`config.mk`:
```
export PLATFORM = sky130hd
export DESIGN_NAME = rx_pkt_word_framer
export DESIGN_NICKNAME = d
export VERILOG_FILES = /design/src/rtl/rx_pkt_word_framer.sv
export SDC_FILE = /design/constraint.sdc
export NUM_CORES = 1
export LEC_CHECK = 0
export CAP_MARGIN = 20
export CORE_MARGIN = 2
export CORE_UTILIZATION = 57
export CTS_CLUSTER_DIAMETER = 30
export DETAILED_ROUTE_END_ITERATION = 6
export DONT_BUFFER_PORTS = 1
export MAX_ROUTING_LAYER = met4
export PLACE_DENSITY = 0.74
export SYNTH_ARGS = -nofsm -noshare
export SYNTH_HDL_FRONTEND = slang
export SYNTH_SLANG_ARGS = --single-unit
```
`constraint.sdc`:
```
create_clock -name clk -period 7.52 [get_ports clk]
set_input_delay 0.376 -clock clk [delete_from_list [all_inputs] [get_ports clk]]
set_output_delay 0.376 -clock clk [all_outputs]
set_load 0.02 [all_outputs]
```
`src/rtl/rx_pkt_word_framer.sv`:
```
// Frames received packets as 64-bit words (header, packed payload, status)
// into a small FIFO read through a valid/ready master port.
// Ports: clk, rstn (async, active-low)
//   in : pkt_header_valid_strobe, pkt_len[15:0], pkt_rate[3:0]
//   in : byte_in[7:0], byte_in_strobe, fcs_in_strobe, fcs_ok, m_ready
//   out: m_word[63:0], m_valid, m_last, pkt_dropped, fifo_count[FIFO_AW:0]
module rx_pkt_word_framer #(
    parameter int FIFO_AW = 4
) (
    input  logic             clk,
    input  logic             rstn,
    input  logic             pkt_header_valid_strobe,
    input  logic [15:0]      pkt_len,
    input  logic [3:0]       pkt_rate,
    input  logic [7:0]       byte_in,
    input  logic             byte_in_strobe,
    input  logic             fcs_in_strobe,
    input  logic             fcs_ok,
    output logic [63:0]      m_word,
    output logic             m_valid,
    output logic             m_last,
    input  logic             m_ready,
    output logic             pkt_dropped,
    output logic [FIFO_AW:0] fifo_count
);

    localparam int DEPTH = 1 << FIFO_AW;
    localparam logic [FIFO_AW:0] LP_LIM  = (FIFO_AW+1)'(DEPTH - 2);
    localparam logic [FIFO_AW:0] LP_FULL = (FIFO_AW+1)'(DEPTH);

    typedef enum logic [2:0] {
        S_IDLE, S_HDR, S_DATA, S_WAIT, S_STATUS, S_ABORT
    } state_t;

    state_t             r_state, w_next;
    logic [15:0]        r_len, r_cnt, r_sn;
    logic [3:0]         r_rate;
    logic [63:0]        r_word;
    logic               r_trunc, r_fcs_seen, r_fcs_ok, r_dropped;

    logic [64:0]        r_mem [DEPTH];
    logic [FIFO_AW-1:0] r_wr, r_rd;
    logic [FIFO_AW:0]   r_count;

    logic        w_push, w_push_last, w_pop, w_space, w_full;
    logic [63:0] w_push_word, w_word_next;
    logic        w_latch, w_start, w_take, w_flush, w_trunc_set;
    logic        w_sn_inc, w_drop, w_last_byte, w_fcs_any, w_hdr;

    assign w_hdr       = pkt_header_valid_strobe;
    assign w_space     = r_count <= LP_LIM;
    assign w_full      = r_count == LP_FULL;
    assign w_pop       = (r_count != '0) && m_ready;
    assign w_last_byte = (r_cnt + 16'd1) == r_len;
    assign w_fcs_any   = r_fcs_seen | fcs_in_strobe;
    // Byte lane chosen by the low bits of the byte counter (little-endian).
    assign w_word_next = r_word | (64'(byte_in) << {r_cnt[2:0], 3'b000});

    always_comb begin
        w_next      = r_state;
        w_push      = 1'b0;
        w_push_word = '0;
        w_push_last = 1'b0;
        w_latch     = 1'b0;
        w_start     = 1'b0;
        w_take      = 1'b0;
        w_flush     = 1'b0;
        w_trunc_set = 1'b0;
        w_sn_inc    = 1'b0;
        w_drop      = 1'b0;
        unique case (r_state)
            S_IDLE: begin
                if (w_hdr) begin
                    w_latch = 1'b1;
                    w_next  = S_HDR;
                end
            end
            S_HDR: begin
                if (w_hdr) begin
                    w_latch = 1'b1;
                    w_next  = S_ABORT;
                end else if (w_space) begin
                    w_push      = 1'b1;
                    w_push_word = {16'h0, r_sn, 12'h0, r_rate, r_len};
                    w_start     = 1'b1;
                    w_next      = (r_len == 16'd0) ? S_WAIT : S_DATA;
                end else begin
                    w_drop = 1'b1;
                    w_next = S_IDLE;
                end
            end
            S_DATA: begin
                if (w_hdr) begin
                    w_latch = 1'b1;
                    w_next  = S_ABORT;
                end else if (byte_in_strobe && r_cnt < r_len) begin
                    w_take = 1'b1;
                    if (r_cnt[2:0] == 3'd7 || w_last_byte) begin
                        w_flush = 1'b1;
                        if (w_space) begin
                            w_push      = 1'b1;
                            w_push_word = w_word_next;
                        end else begin
                            w_trunc_set = 1'b1;
                        end
                    end
                    // An FCS verdict already in hand skips WAIT.
                    if (w_last_byte) begin
                        w_next = w_fcs_any ? S_STATUS : S_WAIT;
                    end
                end
            end
            S_WAIT: begin
                if (w_hdr) begin
                    w_latch = 1'b1;
                    w_next  = S_ABORT;
                end else if (w_fcs_any) begin
                    w_next = S_STATUS;
                end
            end
            S_STATUS: begin
                if (w_hdr) begin
                    w_latch = 1'b1;
                    w_next  = S_ABORT;
                end else if (!w_full) begin
                    w_push      = 1'b1;
                    w_push_last = 1'b1;
                    w_push_word = {16'h0, r_sn, 29'h0, 1'b0, r_trunc, r_fcs_ok};
                    w_sn_inc    = 1'b1;
                    w_next      = S_IDLE;
                end
            end
            S_ABORT: begin
                if (!w_full) begin
                    w_push      = 1'b1;
                    w_push_last = 1'b1;
                    w_push_word = {16'h0, r_sn, 29'h0, 3'b100};
                    w_sn_inc    = 1'b1;
                    w_next      = S_HDR;
                end
            end
            default: w_next = S_IDLE;
        endcase
    end

    always_ff @(posedge clk or negedge rstn) begin
        if (!rstn) begin
            r_state   <= S_IDLE;
            r_len     <= '0;
            r_rate    <= '0;
            r_sn      <= '0;
            r_cnt     <= '0;
            r_word    <= '0;
            r_trunc   <= 1'b0;
            r_fcs_seen <= 1'b0;
            r_fcs_ok  <= 1'b0;
            r_dropped <= 1'b0;
        end else begin
            r_state   <= w_next;
            r_dropped <= w_drop;
            if (w_latch) begin
                r_len  <= pkt_len;
                r_rate <= pkt_rate;
            end
            if (w_sn_inc) begin
                r_sn <= r_sn + 16'd1;
            end
            if (w_start) begin
                r_cnt      <= '0;
                r_word     <= '0;
                r_trunc    <= 1'b0;
                r_fcs_seen <= 1'b0;
                r_fcs_ok   <= 1'b0;
            end else begin
                if (w_take) begin
                    r_cnt  <= r_cnt + 16'd1;
                    r_word <= w_flush ? '0 : w_word_next;
                end
                if (w_trunc_set) begin
                    r_trunc <= 1'b1;
                end
                if (fcs_in_strobe &&
                    (r_state == S_DATA || r_state == S_WAIT)) begin
                    r_fcs_seen <= 1'b1;
                    r_fcs_ok   <= fcs_ok;
                end
            end
        end
    end

    always_ff @(posedge clk) begin
        if (w_push) begin
            r_mem[r_wr] <= {w_push_last, w_push_word};
        end
    end

    always_ff @(posedge clk or negedge rstn) begin
        if (!rstn) begin
            r_wr    <= '0;
            r_rd    <= '0;
            r_count <= '0;
        end else begin
            if (w_push) begin
                r_wr <= r_wr + 1'b1;
            end
            if (w_pop) begin
                r_rd <= r_rd + 1'b1;
            end
            unique case ({w_push, w_pop})
                2'b10:   r_count <= r_count + 1'b1;
                2'b01:   r_count <= r_count - 1'b1;
                default: r_count <= r_count;
            endcase
        end
    end

    // Gate the head so the outputs read 0 while the FIFO is empty.
    assign m_valid     = r_count != '0;
    assign m_word      = m_valid ? r_mem[r_rd][63:0] : '0;
    assign m_last      = m_valid ? r_mem[r_rd][64] : 1'b0;
    assign fifo_count  = r_count;
    assign pkt_dropped = r_dropped;

endmodule
```
Word-level counts from Yosys, hierarchy flattened
Memory sizes are Yosys's and may differ from the RTL's. Cells that the tools add are included.

Bits in writable memories: 1040. Memories: 1. Logic and storage cells: 121. Register bits after elaboration: 136. Output and inout port bits: 72. Input port bits: 35.

Reduce and logical (&&, ||, !) cells: 14. Bitwise logic cells: 2. Shift operators: 1. Multiplexer cells: 66. $lt $le $gt $ge: 2. Equal/unequal tests: 16. $add $sub $neg: 6.

Memory list: r_mem (depth 16, bits a word 65, rd ports 1, clocked after memory_dff 0, write ports 1, line 41) `logic [64:0] r_mem [DEPTH];`.

Operator list (count): 64-bit two-way mux (8); 64-bit case mux with 4 select lines (1); 48-bit two-way mux (5); 64-bit OR (1); 8-bit by 6-bit << shifter with 64-bit output (1); 1-bit two-way mux (34); 3-bit two-way mux (11); 16-bit by 1-bit adder with 16-bit output, second input constant (2); 16-bit two-way mux (2); 3-bit case mux with 6 select lines (1); 16-bit equality test (1); 16-bit logical NOT (1); 16-bit less-than comparator (1); 3-bit inequality test, second input constant (4); 5-bit case mux with 2 select lines (1); 3-bit equality test, second input constant (3); 4-bit by 1-bit adder with 4-bit output, second input constant (2); 2-bit nonzero test (4); 3-bit by 2-bit equality test with 1-bit output, second input constant (2); 6-bit AND reduction (1); 5-bit by 1-bit adder with 5-bit output, second input constant (1); 5-bit equality test, second input constant (1); 5-bit by 4-bit less-or-equal comparator with 1-bit output, second input constant (1); 5-bit nonzero test (1); other kinds (13) (17).

Depth between registers and ports, before layout
Word-level depth: 10. Mapped depth: 21.

Worst setup path before layout
Ideal clock, no wire load.

Kind: flip-flop to flip-flop. Start: register r_cnt[1]. End: memory r_mem[0][0] (enable). Period minus slack after synthesis: 7869 ps. Library setup time: 568 ps. Arrival time: 7301 ps. Data required time: 6952 ps. Slack: -349 ps. Stages on the path, launching flop included: 12. Path buffers: 0. Cells stage by stage: dfrtp_1 -> ha_1 -> ha_1 -> xor2_1 -> a2111oi_0 -> o31ai_1 -> or4_1 -> a2111oi_0 -> nand4_1 -> a21oi_2 -> o21ai_0 -> nor3_1.

Longest elaborated chain between the ends: 9. Elaborated cells between the ends (all ways): 12. Classes of those cells: add/sub: 1; order compare: 1; eq/ne: 2; mux: 6; reduce/logical: 2.

RTL lines: start: declaration (line 36) `logic [15:0] r_len, r_cnt, r_sn;`; start signal: assignment (line 176) `r_cnt <= r_cnt + 16'd1;`; 16-bit by 1-bit adder with 16-bit output (line 54) `assign w_last_byte = (r_cnt + 16'd1) == r_len;`; 16-bit equality test (line 54); 1-bit logical OR (line 98) `if (r_cnt[2:0] == 3'd7 || w_last_byte) begin`; 1-bit two-way mux (line 98); 1-bit two-way mux * (line 96) `end else if (byte_in_strobe && r_cnt < r_len) begin`; 1-bit two-way mux * (line 93) `if (w_hdr) begin`; 1-bit case mux with 4 select lines * (line 71) `unique case (r_state)`; 1-bit two-way mux * (line 192) `if (w_push) begin`; 1-bit two-way mux (implied by the code) * (line 193) `r_mem[r_wr] <= {w_push_last, w_push_word};`; end: declaration (line 41).

Mark *: on every way between the ends. The rest lies on a longest branch, timed or not.

Worst setup path in the final report
Start: register r_cnt[1]. End: memory r_mem[9][38] (enable).

The elaborated chain is that of the path after synthesis.

==> key figures <==
Placement
  • Port Buffers: 0
  • Routability cong.: 0.8931
  • Hpwl dp: 58.87 mm

Synth
  • Top-count cell post-synth: edfxtp_1
  • Share of the synthesized area in the top cell type: 0.6640
  • Sequential fraction of the synthesis area: 0.7364
  • Syn_nets: 2443
  • Synth Area per Inst: 19.76 sq um
  • Unique masters post-synth: 60
  • Top FF cell, synth: edfxtp_1
  • Yosys reg bits: 1176
  • Top cells by area, synth: edfxtp_1, mux4_2, dfrtp_1
  • Synthesis Warnings: 0
  • Number of flops mapped to enable cells by yosys: 1040
  • Async SR Flop Fraction: 0.1156
  • Commonest cells post-synth: edfxtp_1, mux4_2, dfrtp_1
  • Cell area after synthesis: 47030 sq um
  • Synth area leader: edfxtp_1
  • Mapped Cells: 2380

STA
  • Max Fclk: 168.4 MHz
  • Number of setup violations in the final report: 0
  • Slew @ Worst Pin: 1223 ps
  • Setup Skew: 25.22 ps
  • Max_slew headroom: 0.1848
  • Setup_tns: 0 ps
  • Post-layout min period: 5940 ps
  • Worst Hold Slack: 54.06 ps
  • RSZ-0062 raised after global routing: no
  • Fin crit share: 0.7899
  • Max Slew Vio Count: 0
  • Final Hold Vio Count: 0

Hold path
  • Hold Crit Class: input pin to flop

Die
  • Die Height: 291.2 um
  • Die X: 291.2 um
  • CORE AREA: 81850 sq um
  • Initial Util: 0.5746
  • Die Area: 84820 sq um
  • Site row count: 105
  • Top Ports: 107

Clock network
  • Number of CTS-inserted buffers: 185
  • CTS tree: built
  • Worst-path clk slew: 50 ps
  • Number of H-tree branching levels: 4
  • Post-CTS sizing: 0
  • Worst-Skew Late Latency: 770 ps
  • Clk sink count: 1176
  • Clock Root Buffer: clkbuf_16
  • Hold-fix buffers at CTS: 26
  • Setup repair bufs after CTS: 0
  • CTS max path bufs: 3

Setup path
  • Crit path kind: flop to flop
  • Arr. time, crit path: 6390 ps
  • Endpoint class of the critical path: flop
  • CP max FO: 20
  • CP Launch Type: flop
  • WP data required: 7970 ps

Global route
  • Vias in the first global route: 26260
  • Initial antenna violation count: 5
  • Pin count of the biggest net entering global routing: 137
  • GRT overflow: 0
  • Total GRT Usage: 0.2947
  • First-pass GRT wire length: 175.3 mm

Routing
  • DRT Pass-1 Iters: 7
  • Via density: 6.671
  • Routed via count: 25140
  • Drt drc: 1
  • Routed wire length: 120.0 mm
  • Wire per inst: 31.84 um
  • Initial DRC count: 3459
  • Antenna Nets Post-Route: 0

Pwr
  • Power Dens Cells: 402.1 nW/um^2
  • Design Power: 22400 uW
  • Max VDD drop: 0.0003211 V
  • Leakage: 0.01940 uW

Finish
  • Fillers: 4783
  • Nets: 2599
  • Layout cells sized above 1: 0.2864
  • P&R area growth vs syn: 18.42%

Status
  • Failing checks: design-rule violations
  • Status: complete, but fails checks

Flow run
  • Max-capacitance violation count: 0
## path summary, 6_finish.rpt
kind	to	depth (start not counted)	slack [ps]	startpoint
worst max-delay path	r_mem[9][38]	13	1580	r_cnt[1]
worst min-delay path	r_mem[8][14]	2	50	byte_in[6]
worst max register to register	r_mem[9][38]	13	1580	r_cnt[1]
max in group asynchronous	r_word[29]	2	6670	rstn
min in group asynchronous	r_rd[1]	2	220	rstn
worst min register to register	r_word[46]	1	490	r_word[46]
## power by group
group	leakage [uW]	total, uW	internal [uW]	switching (uW)
Clock	0.00316	8910	5620	3290
Combinational	0.00439	5290	2330	2960
Sequential	0.0119	8190	7670	527
## worst max-delay path, cell delays in order (launching register included)
cell	delay [ps]
dfrtp_1	600
ha_1	270
ha_1	260
xor2_1	160
a2111oi_0	430
o31ai_1	120
or4_1	420
a2111oi_0	370
nand4_1	730
a21oi_2	490
o21ai_0	320
clkbuf_2	260
nor2_4	750
buf_4	400
## layer usage
layer	up-vias	track usage	wire, um	share of wire
li1	10060	-	-	-
met1	13170	0.3783	44300	0.37
met2	1635	0.4646	60460	0.50
met3	272	0.07437	11690	0.097
met4	0	0.1014	3543	0.030
met5	-	-	0	0
## flip-flops by register name, summed over array words and instances (netlist names)
name         count
r_fcs_ok         1
r_rd             4
r_sn            16
r_mem         1040
pkt_dropped      1
fifo_count       5
r_trunc          1
r_state          3
r_wr             4
r_len           16
r_word          64
r_cnt           16
r_fcs_seen       1
r_rate           4
## layout by cell type (no fill, tap or decap), drive strengths merged, types with 13 or more instances in the layout
cell	instances
nor3	13
inv	59
dfrtp	136
buf	71
nand3	24
xor2	20
o21a	65
mux2	24
nand4	14
o21ai	53
edfxtp	1040
xnor2	30
bufinv	29
mux4	325
o22ai	14
clkbuf	201
and2	69
dlygate4sd3	26
ha	28
a21oi	91
clkinvlp	19
nor2	129
clkinv	59
nand2	72
## layout make-up
class	instances	area, sq um	area share
Multi-Input combinational cell	1052	11930	0.2143
Clock inverter	144	1896	0.03404
Tap cell	1070	1339	0.02404
Clock buffer	199	4692	0.08425
Antenna cell	6	15.01	0.0002696
Timing Repair Buffer	99	1087	0.01952
Sequential cell	1176	34650	0.6221
Inverter	22	82.58	0.001483
## through the flow
| step | setup slack, ps | area (sq um) | utilization | cells |
|---|---|---|---|---|
| floorplan | 1384 | 47050 | - | 2380 |
| global placement | 1779 | 48610 | 0.5940 | 3373 |
| detailed placement | 1542 | 48610 | 0.5940 | 3373 |
| CTS | 1347 | 55480 | 0.6778 | 3742 |
| global route | 1207 | 55680 | 0.6803 | 3764 |
| finish | 1580 | 55690 | 0.6805 | 3768 |
## kinds of logic after synthesis
family	count (synthesis)	share of synthesized area
xor+xnor	50	0.009311
compound gates	260	0.03416
flops	1176	0.7364
fa+ha+maj	28	0.007449
buf+inv	152	0.01335
simple gates	365	0.03796
mux	349	0.1614
No activity file was read; power rests on OpenSTA's default activity.
